File: config.mk
export PLATFORM = sky130hd
export DESIGN_NAME = pipo_load_arbiter_flat
export DESIGN_NICKNAME = d
export VERILOG_FILES = /design/src/rtl/pipo_load_arbiter_if.sv /design/src/rtl/pipo_load_arbiter.sv /design/src/flat_wrapper.sv
export SDC_FILE = /design/constraint.sdc
export NUM_CORES = 1
export LEC_CHECK = 0
export ABC_AREA = 1
export CORE_ASPECT_RATIO = 1.1
export CORE_UTILIZATION = 39
export DETAILED_ROUTE_END_ITERATION = 6
export GPL_TIMING_DRIVEN = 1
export PLACE_DENSITY = 0.75
export SYNTH_ARGS = -nofsm -noshare
export SYNTH_HDL_FRONTEND = slang
export SYNTH_SLANG_ARGS = --single-unit
File: constraint.sdc
create_clock -name clk -period 1 [get_ports clk]
set_input_delay 0.15 -clock clk [delete_from_list [all_inputs] [get_ports clk]]
set_output_delay 0.15 -clock clk [all_outputs]
set_load 0.05 [all_outputs]
File: src/rtl/pipo_load_arbiter_if.sv
`default_nettype none
// ============================================================================
//  Module   : pipo_load_arbiter_if
//  Purpose  : Request/data/ack bundle between two requesters, a consumer and
//             the shared parallel-in parallel-out load register.
//  Revision : 1.0  initial release
// ============================================================================
interface pipo_load_arbiter_if;
    logic       req0;
    logic [3:0] d0;
    logic       req1;
    logic [3:0] d1;
    logic       consume;
    logic       ack0;
    logic       ack1;
    logic [3:0] q;
    logic       q_valid;
    logic       owner;
    logic [7:0] load_cnt;

    modport master (
        output req0, d0, req1, d1, consume,
        input  ack0, ack1, q, q_valid, owner, load_cnt
    );

    modport slave (
        input  req0, d0, req1, d1, consume,
        output ack0, ack1, q, q_valid, owner, load_cnt
    );
endinterface
`default_nettype wire

File: src/rtl/pipo_load_arbiter.sv
`default_nettype none
// ============================================================================
//  Module   : pipo_load_arbiter
//  Purpose  : Round-robin arbitration of two load requesters into one shared
//             4-bit register that stays occupied until the consumer frees it.
//  Revision : 1.0  initial release
// ============================================================================
module pipo_load_arbiter (
    input  wire logic          clk,
    input  wire logic          clear,
    pipo_load_arbiter_if.slave bus
);

    typedef enum logic [0:0] {
        IDLE = 1'b0,
        FULL = 1'b1
    } state_t;

    state_t     r_state;
    state_t     w_state_next;
    logic       w_grant;
    logic       w_winner;

    logic [3:0] r_q;
    logic       r_owner;
    logic       r_last_grant;
    logic [7:0] r_load_cnt;
    logic       r_ack0;
    logic       r_ack1;

    always_ff @(posedge clk or posedge clear) begin
        if (clear) begin
            r_state <= IDLE;
        end else begin
            r_state <= w_state_next;
        end
    end

    // A tie goes to whoever did not win last; a lone request wins outright.
    always_comb begin
        w_state_next = r_state;
        w_grant      = 1'b0;
        w_winner     = 1'b0;
        case (r_state)
            IDLE: begin
                if (bus.req0 || bus.req1) begin
                    w_grant      = 1'b1;
                    w_winner     = (bus.req0 && bus.req1) ? ~r_last_grant : bus.req1;
                    w_state_next = FULL;
                end
            end
            FULL: begin
                if (bus.consume) begin
                    w_state_next = IDLE;
                end
            end
            default: begin
                w_state_next = IDLE;
            end
        endcase
    end

    always_ff @(posedge clk or posedge clear) begin
        if (clear) begin
            r_q          <= 4'b0000;
            r_owner      <= 1'b0;
            r_last_grant <= 1'b1;
            r_load_cnt   <= 8'd0;
            r_ack0       <= 1'b0;
            r_ack1       <= 1'b0;
        end else begin
            r_ack0 <= w_grant & ~w_winner;
            r_ack1 <= w_grant &  w_winner;
            if (w_grant) begin
                r_q          <= w_winner ? bus.d1 : bus.d0;
                r_owner      <= w_winner;
                r_last_grant <= w_winner;
                r_load_cnt   <= r_load_cnt + 8'd1;
            end
        end
    end

    assign bus.q        = r_q;
    assign bus.q_valid  = (r_state == FULL);
    assign bus.owner    = r_owner;
    assign bus.load_cnt = r_load_cnt;
    assign bus.ack0     = r_ack0;
    assign bus.ack1     = r_ack1;

endmodule
`default_nettype wire

File: src/flat_wrapper.sv
// flat-port wrapper written by rule: the top's interface ports become plain ports
module pipo_load_arbiter_flat 
  (clk, clear, bus_req0, bus_d0, bus_req1, bus_d1, bus_consume, bus_ack0, bus_ack1, bus_q, bus_q_valid, bus_owner, bus_load_cnt);
  pipo_load_arbiter_if bus_i ();
  input  wire logic clk;
  input  wire logic clear;
  input wire logic [$bits(bus_i.req0)-1:0] bus_req0;
  input wire logic [$bits(bus_i.d0)-1:0] bus_d0;
  input wire logic [$bits(bus_i.req1)-1:0] bus_req1;
  input wire logic [$bits(bus_i.d1)-1:0] bus_d1;
  input wire logic [$bits(bus_i.consume)-1:0] bus_consume;
  output wire logic [$bits(bus_i.ack0)-1:0] bus_ack0;
  output wire logic [$bits(bus_i.ack1)-1:0] bus_ack1;
  output wire logic [$bits(bus_i.q)-1:0] bus_q;
  output wire logic [$bits(bus_i.q_valid)-1:0] bus_q_valid;
  output wire logic [$bits(bus_i.owner)-1:0] bus_owner;
  output wire logic [$bits(bus_i.load_cnt)-1:0] bus_load_cnt;
  assign bus_i.req0 = bus_req0;
  assign bus_i.d0 = bus_d0;
  assign bus_i.req1 = bus_req1;
  assign bus_i.d1 = bus_d1;
  assign bus_i.consume = bus_consume;
  assign bus_ack0 = bus_i.ack0;
  assign bus_ack1 = bus_i.ack1;
  assign bus_q = bus_i.q;
  assign bus_q_valid = bus_i.q_valid;
  assign bus_owner = bus_i.owner;
  assign bus_load_cnt = bus_i.load_cnt;
  pipo_load_arbiter u_core (.clk(clk), .clear(clear), .bus(bus_i));
endmodule
* Word-level counts from Yosys, hierarchy flattened
Cells that the tools add are included.
Storage, ports and cells: word-level logic and storage cells 23, input bits 13, output and inout bits 16, bits in registers 17
Cells by class: bitwise gates (word level) 5, reductions and logical operators 2, add/subtract/negate cells 1, muxes and demuxes 8
Operators with widths (count):
- $add A8 B1 Y8 const B | 1
- $mux W1 | 6
- $mux W4 | 1
- $not A1 Y1 | 3
- $and A1 B1 Y1 | 2
- $pmux W1 S2 | 1
- $logic_and A1 B1 Y1 | 1
- $logic_or A1 B1 Y1 | 1

* Depth between registers and ports, before layout
Gate-level depths: netlist of the first run.
depth in word-level cells 6, mapped depth 7, gate-level depth less buffers 7

* Worst setup path after synthesis of the first run
Ideal clock, no wire load.
path kind reg2reg, start point reg u_core.r_load_cnt[1] (netlist: u_core.bus.load_cnt[1]), end point reg u_core.r_load_cnt[6] (netlist: u_core.bus.load_cnt[6]), stages on the path, launching flop included 6, arrival 1317 ps, setup time 67 ps, required time 933 ps, buffers on the path 0, slack -384 ps, clock period less this slack 1384 ps, cell sequence dfrtp_1 > ha_1 > nand3_1 > nor2_2 > nand4_1 > nand2_1
On the way: word-level cells in the longest chain between the ends 1
RTL lines:
- from (decl) | RTL line pipo_load_arbiter.sv:27 | logic [7:0] r_load_cnt;
- from (signal assigned) | RTL line pipo_load_arbiter.sv:78 | r_load_cnt <= r_load_cnt + 8'd1;
- $add A8 B1 Y8 | RTL line pipo_load_arbiter.sv:78
Every way passes these cells. A chain may end at the register's enable or synchronous reset.

* Final worst setup path of the first run
start point reg u_core.r_load_cnt[1] (netlist: u_core.bus.load_cnt[1]), end point reg u_core.r_load_cnt[5] (netlist: u_core.bus.load_cnt[5])
Same word-level chain as after synthesis.

==> impl_metrics.yaml, run 1 <==
run_status:
  status: "finished with violations"
  violations: "setup timing"
logic_synthesis:
  synthCells: 90
  synth_cell_types: 23
  synth-seq-cells: 17
  syn-cell-area_sq_um: 818
  avgSynthCellArea_sq_um: 9.09
  synth_warnings: 0
  seq_area_frac_synth_pct: 52.1
  synth_nets: 104
  synth_area_leader_cell: "dfrtp_1"
  synth_top_area_share_pct: 48.9
  synth_area_leaders: "dfrtp_1 (49%), nand2_1 (16%), inv_1 (3.7%)"
floorplan:
  core_area_sq_mm: 0.00200
  start_util_pct: 40.9
  dieHeight_um: 50.0
  die_w_um: 45.7
  boundaryPins: 29
  rows: 17
  die-area_sq_mm: 0.00229
routing:
  dr_total_vias: 972
  antenna_left: 0
  drtIter0Drc: 21
  routed_wl_um: 3500
  firstDrtPassIters: 4
  vias_per_cell: 5.20
  drcViolationCount: 0
  routedWlPerCell_um: 18.7
cells_and_area:
  multi_input_area_sq_um: 493
  fillers: 80
  drive_gt1_share_pct: 67.3
  fin_nets: 174
  antenna_cells: 0
  layout_common_cells: "nand2_1 (19), buf_4 (19), buf_6 (18)"
  regArea_sq_um: 437
  area_growth_pct: 125
timing:
  max_slew_margin_pct: 81.7
  setup_viol: 32
  finalClockSkew_ps: 5.09
  rsz0062_at_grt: "yes"
  setup_slack_ps: -213
  fin_crit_sh_pct: 121
  fin_setup_tns_ps: -4000
  slew_violations: 0
  whs_ps: 173
  min_period_ps: 1210
  hold_viol: 0
  timing.fmax_ghz: 0.825
  tightest_slew_ps: 275
global_route:
  grt_max_degree: 18
  antenna_found_initial: 0
  grtUsageTotal_pct: 27.9
  grt_pass1_wl_um: 4460
  grt_remaining_overflow: 0
  grt_pass1_vias: 959
place:
  dp_hpwl_um: 1550
  gp_congestion: 0.814
  portBuffers: 28
clock_tree:
  clk_latency_ps: 320
  cts_buffers: 3
  cts_buffer_depth: 2
  htreeDepth: 1
  cts.sinks: 17
  tritoncts: "built"
  clk_pin_slew_ps: 120
  root_buffer: "clkbuf_4"
  cts_hold_buffers: 0
worst_setup_path:
  crit_family: "flip-flops"
  cp-end-kind: "register"
  path_max_fanout: 3
  startpoint: "u_core.bus.load_cnt[1]"
  critPathMaxStageDelay_ps: 420
  path_buf_inv: 2
  r2r-start: "u_core.bus.load_cnt[1]"
  worstPathArrival_ps: 1430
  start_kind: "register"
  path_class: "reg -> reg"
  required_ps: 1220
  path_cells: "buf_4 -> nand2_4 -> nor2_4 -> buf_4 -> nand2_4 -> o21ai_2 -> nand2_1"
  slowest_stage: "dfrtp_2"
power:
  p_total_mw: 5.80
  power_density_mw_per_mm2: 3150
  vdd_drop_max_v: 0.00255
  power_leakage_nw: 0.886
hold_path:
  min_path_type: "in -> async"
run:
  drv_cap: 0
## cells by family (layout without fill, tap and decap cells)
family                     after synthesis  count (layout)  share of synthesized area, %
AOI/OAI and AO/OA                        5               5                          5.20
xor gates and xnor gates                 4               4                          5.20
adders and majority gates                1               1                          1.53
buffers and inverters                   11              80                          6.12
DFF                                     17              17                          52.1
and+or+nand+nor                         52              52                          29.8
## state kept, by name, indices dropped and copies added, names as in the netlist
| name | count |
|---|---|
| u_core.bus.ack0 | 1 |
| u_core.bus.ack1 | 1 |
| u_core.bus.q | 4 |
| u_core.bus.owner | 1 |
| u_core.r_last_grant | 1 |
| u_core.bus.load_cnt | 8 |
| u_core.bus.q_valid | 1 |
## Yosys cell counts
| master | count |
|---|---|
| o21ai_1 | 1 |
| nand2_2 | 2 |
| o21ai_0 | 1 |
| nor2_4 | 2 |
| nand2_1 | 34 |
| ha_1 | 1 |
| nor2_1 | 2 |
| nand2_4 | 1 |
| nand4_1 | 2 |
| nor2_2 | 4 |
| clkinv_2 | 1 |
| a21boi_4 | 1 |
| xor2_2 | 1 |
| inv_1 | 8 |
| o21ai_2 | 1 |
| inv_2 | 1 |
| buf_6 | 1 |
| dfstp_2 | 1 |
| xor2_1 | 1 |
| dfrtp_1 | 16 |
| a21oi_1 | 1 |
| xnor2_1 | 2 |
| nand3_1 | 5 |
## metrics by stage
step                      utilization, %  std cells  instance area, sq um  setup WS, ps
after global placement              72.3        160                  1450          -368
final                               92.1        187                  1840          -213
after global routing                92.1        187                  1840          -256
after floorplan                        -         90                   856          -152
after detailed placement            72.3        160                  1450          -407
after CTS                           86.0        181                  1720          -170
## what timing repair did
action / in CTS / in global routing
pin swaps: 14 / 14
cloned: 0 / 0
setup buffers: 17 / 7
gates resized for setup: 36 / 22
setup endpoints to repair: 31 / 33
## area by class of cell
cell class	instances	share of cell area (%)
multi-input cells	62	26.8
well taps	28	1.90
repair buffers	66	43.6
flip-flops and latches	17	23.7
clock buffers	4	1.43
inverters	10	2.58
## worst reg2reg max path, stage by stage, from the launching register on
cell	delay, ps
dfrtp_2	420
buf_4	130
nand2_4	40
nor2_4	130
buf_4	140
nand2_4	70
o21ai_2	110
nand2_1	60
## power breakdown
group,switching [mW],internal [mW]
clock,0.273,0.157
sequential,0.327,0.974
combinational,1.98,2.09
## final timing paths
kind | to | slack (ps) | cells after the start
min in group clk | u_core.bus.q_valid | 400 | 2
worst max-delay path | u_core.bus.load_cnt[5] | -210 | 7
worst min register to register | u_core.bus.owner | 590 | 2
worst min-delay path | u_core.bus.load_cnt[7] | 170 | 3
max in group asynchronous | u_core.r_last_grant | 610 | 3
worst max register to register | u_core.bus.load_cnt[5] | -210 | 7
## layer usage
metal  global-route usage (%)  vias to the layer above  part of all wire, %
met4                     12.1                        0                  4.8
met3                     4.40                       19                  5.2
met5                        0                        -                    0
met2                     48.8                       59                   55
li1                         -                      415                    -
met1                     32.2                      479                   35
Note: power is estimated with default switching activity, not from simulation.
==> run 2, diff against run 1 <==
- ABC_CLOCK_PERIOD_IN_PS: unset -> 1000
- CELL_PAD_IN_SITES_DETAIL_PLACEMENT: unset -> 0
- CELL_PAD_IN_SITES_GLOBAL_PLACEMENT: unset -> 1
- CORE_UTILIZATION: 39 -> 28
- PLACE_DENSITY: 0.75 -> 0.73
- REMOVE_ABC_BUFFERS: unset -> 1
==> run 2 against run 1 <==
- sequential power shrank 5%
- combinational power shrank 11%
- hold slack got worse by 15 ps
- register-to-register slack improved by 100 ps
- global-route usage is 13 points lower
- the flow still finishes with violations (setup timing)
- largest cell class unchanged
- power decreased by 9.5%
- wire length is 41% lower
==> impl_metrics.yaml, run 2 (synthesis gave the netlist of run 1 again) <==
run_status:
  status: "finished with violations"
  violations: "setup timing"
cells_and_area:
  final_common_cell: "nand2_1"
  antenna_cells: 0
  fin_nets: 168
  fin_area_sq_mm: 0.00168
  drive_gt1_share_pct: 49.0
  largest_reg_flops: 8
  layout_common_cells: "nand2_1 (32), buf_12 (17), buf_4 (16)"
  area_growth_pct: 106
global_route:
  antenna_found_initial: 0
  grt_pass1_vias: 802
  grt_remaining_overflow: 0
  use_met3_pct: 5.17
  use_met1_pct: 16.3
  grtUsageMet2_pct: 26.1
  grt_max_degree: 18
  grtUsageTotal_pct: 14.9
  busiest_layer: "met2"
  grt_pass1_wl_um: 3350
clock_tree:
  htreeDepth: 1
  cts_buffer_depth: 2
  cts_buffers: 3
  clk_pin_slew_ps: 100
  cts.sinks: 17
  clk_latency_ps: 290
  root_buffer: "clkbuf_4"
  cts_hold_buffers: 0
  tritoncts: "built"
timing:
  setup_slack_ps: -161
  tightest_slew_ps: 222
  rsz0062_at_grt: "yes"
  timing.fmax_ghz: 0.861
  hold_viol: 0
  fin_crit_sh_pct: 116
  slew_violations: 0
  setup_viol: 28
  max_slew_margin_pct: 85.1
  whs_ps: 158
  min_period_ps: 1160
  finalClockSkew_ps: 1.97
  fin_setup_tns_ps: -1860
floorplan:
  rows: 20
  die-area_sq_mm: 0.00314
  core_area_sq_mm: 0.00278
  boundaryPins: 29
  die_w_um: 53.5
  start_util_pct: 29.5
  dieHeight_um: 58.7
place:
  portBuffers: 28
  dpl-instance-area_sq_mm: 0.00144
  gp_congestion: 0.784
  pre_cts_slack_ps: -366
  dp_hpwl_um: 1480
power:
  power_leakage_nw: 0.807
  power_density_mw_per_mm2: 3120
  vdd_drop_max_v: 0.00250
routing:
  routedWlPerCell_um: 11.1
  drcViolationCount: 0
  drtIter0Drc: 7
  routed_wl_um: 2070
  firstDrtPassIters: 6
  dr_total_vias: 822
  antenna_left: 0
  vias_per_cell: 4.42
worst_setup_path:
  r2r-start: "u_core.bus.q_valid"
  required_ps: 850
  cp-end-kind: "primary output"
  path_max_fanout: 3
  slowest_stage: "dfrtp_2"
  path_buf_inv: 2
  start_kind: "register"
  worstPathArrival_ps: 1010
  startpoint: "u_core.bus.load_cnt[1]"
  path_cells: "buf_6 -> buf_12"
  crit_family: "flip-flops"
  path_class: "reg -> out"
  critPathMaxStageDelay_ps: 450
run:
  drv_cap: 0
hold_path:
  min_path_type: "in -> async"
-- run 2: worst reg2reg max path, delay by kind of cell (launching register included) --
family	cells	cell delay, ps
DFF	1	440
and+or+nand+nor	3	310
buffers and inverters	1	140
AOI/OAI and AO/OA	1	120
-- run 2: path summary, 6_finish.rpt --
check | end | slack [ps] | depth (start not counted)
hold reg to reg | u_core.r_last_grant | 520 | 2
min in group clk | u_core.bus.q[0] | 400 | 3
max in group asynchronous | u_core.r_last_grant | 640 | 3
setup reg to reg | u_core.bus.load_cnt[5] | -110 | 5
setup / recovery | bus_load_cnt[1] | -160 | 2
hold / removal | u_core.bus.load_cnt[3] | 160 | 3
-- run 2: per-stage QoR --
step	util, %	total power [mW]	std cells
final	60.6	5.25	186
after global routing	60.6	5.50	186
after CTS	58.0	5.01	183
after detailed placement	51.7	4.18	168
after global placement	51.7	4.14	168
after floorplan	-	2.49	89
-- run 2: timing repair --
action                     CTS  global route
setup buffers               12             3
gates resized for setup     18            14
gates cloned                 0             0
pin swaps                    8            12
setup endpoints to repair   27            29
-- run 2: cell type report --
type | instances | area [sq um]
Clock buffer | 4 | 26.3
Fill cell | 226 | 1090
Inverter | 10 | 40.0
Multi-Input combinational cell | 62 | 398
Sequential cell | 17 | 430
Tap cell | 33 | 41.3
Timing Repair Buffer | 60 | 748
-- run 2: power breakdown --
group | internal (mW) | switching [mW]
clock network | 0.155 | 0.224
registers | 0.957 | 0.279
logic | 1.93 | 1.70
total | 3.04 | 2.21
-- run 2: metal layers --
metal / wire, um / vias up
li1: - / 400
met1: 764 / 386
met2: 1120 / 33
met3: 158 / 3
met4: 28 / 0
met5: 0 / -
==> run 3, diff against run 2 <==
- GPL_TIMING_DRIVEN: 1 -> 0
- SKIP_LAST_GASP: unset -> 1
- SLEW_MARGIN: unset -> 10
==> run 3 against run 2 <==
- sequential cell count stayed put
- power is 22% lower
- combinational power is 32% lower
- clock power is 5.5% lower
- critical path depth rose by 2
- clock skew about the same
- wire length down 4.5%
- the flow still finishes with violations (setup timing)
==> impl_metrics.yaml, run 3 (synthesis gave the netlist of run 1 again) <==
cells_and_area:
  fin_area_sq_mm: 0.00136
  area_growth_pct: 66.5
  final_common_cell: "nand2_1"
  fin_nets: 155
  drive_gt1_share_pct: 42.9
  layout_common_cells: "nand2_1 (33), buf_4 (18), buf_6 (16)"
  largest_reg_flops: 8
  antenna_cells: 0
place:
  portBuffers: 28
  gp_congestion: 0.675
  dpl-instance-area_sq_mm: 0.00113
  dp_hpwl_um: 1270
  pre_cts_slack_ps: -694
routing:
  routedWlPerCell_um: 11.4
  vias_per_cell: 4.40
  antenna_left: 0
  routed_wl_um: 1970
  dr_total_vias: 762
  drcViolationCount: 0
  drtIter0Drc: 3
  firstDrtPassIters: 2
run:
  drv_cap: 0
power:
  vdd_drop_max_v: 0.00168
  p_total_mw: 4.08
  power_leakage_nw: 0.669
  power_density_mw_per_mm2: 2990
floorplan:
  dieHeight_um: 58.7
  die-area_sq_mm: 0.00314
  core_area_sq_mm: 0.00278
  start_util_pct: 29.5
  rows: 20
  die_w_um: 53.5
  boundaryPins: 29
worst_setup_path:
  start_kind: "register"
  path_max_fanout: 4
  worstPathArrival_ps: 1320
  cp-end-kind: "register"
  worstRegToRegCells: 4
  required_ps: 1200
  path_class: "reg -> reg"
timing:
  setup_viol: 22
  max_slew_margin_pct: 56.5
  whs_ps: 248
  min_period_ps: 1120
  fin_crit_sh_pct: 112
  finalClockSkew_ps: 1.97
  fin_setup_tns_ps: -1250
  timing.fmax_ghz: 0.896
  slew_violations: 0
  tightest_slew_ps: 652
  setup_slack_ps: -116
  hold_viol: 0
  rsz0062_at_grt: "yes"
clock_tree:
  cts_buffer_depth: 2
  clk_latency_ps: 280
  clk_pin_slew_ps: 100
  cts_buffers: 3
  tritoncts: "built"
  cts_hold_buffers: 0
  htreeDepth: 1
  cts.sinks: 17
  root_buffer: "clkbuf_4"
run_status:
  status: "finished with violations"
  violations: "setup timing"
global_route:
  grt_pass1_wl_um: 3220
  grt_max_degree: 18
  grt_pass1_vias: 773
  grtUsageTotal_pct: 14.0
  antenna_found_initial: 0
  grt_remaining_overflow: 0
hold_path:
  min_path_type: "in -> async"
## run 3: layout make-up
class	instances	area, sq um
fill	279	1420
timing repair buffer	47	453
sequential	17	430
multi-input combinational	62	373
tap	33	41.3
inverter	10	38.8
clock buffer	4	26.3
## run 3: critical path, cell delays in order (launching register included)
cell and delay, ps:
dfrtp_2 420, ha_2 220, nand3_2 100, nor2_4 130
xor2_1 170
## run 3: metrics by stage
| step | util, % | cells |
|---|---|---|
| global route | 49.1 | 173 |
| detailed placement | 40.6 | 150 |
| finish | 49.1 | 173 |
| floorplan | - | 89 |
| global placement | 40.6 | 150 |
| CTS | 46.3 | 167 |
## run 3: final timing paths
check	startpoint	to	slack (ps)
min	clear	u_core.bus.load_cnt[0]	250
max in group asynchronous	clear	u_core.bus.load_cnt[3]	290
min reg2reg	u_core.bus.q[3]	u_core.bus.q[3]	520
max reg2reg	u_core.bus.load_cnt[1]	u_core.bus.load_cnt[4]	-120
max	u_core.bus.load_cnt[1]	u_core.bus.load_cnt[4]	-120
min in group clk	bus_d1[1]	u_core.bus.q[1]	410
## run 3: metal layers
metal	up-vias	wire length (um)	track usage [%]
li1	376	-	-
met1	362	812	16.1
met2	24	1030	24.6
met3	0	135	4.65
met4	0	0	3.38
met5	-	0	0
## run 3: where the power goes
group          internal [mW]  switching [mW]
sequential             0.961           0.282
combinational           1.03            1.44
clock                  0.155           0.204
total                   2.15            1.93
## run 3: repair_timing
| action | 4_1_cts | 5_1_grt |
|---|---|---|
| resized for setup | 114 | 10 |
| setup buffers | 13 | 6 |
| setup endpoints to repair | 32 | 30 |
| pin swaps | 8 | 9 |
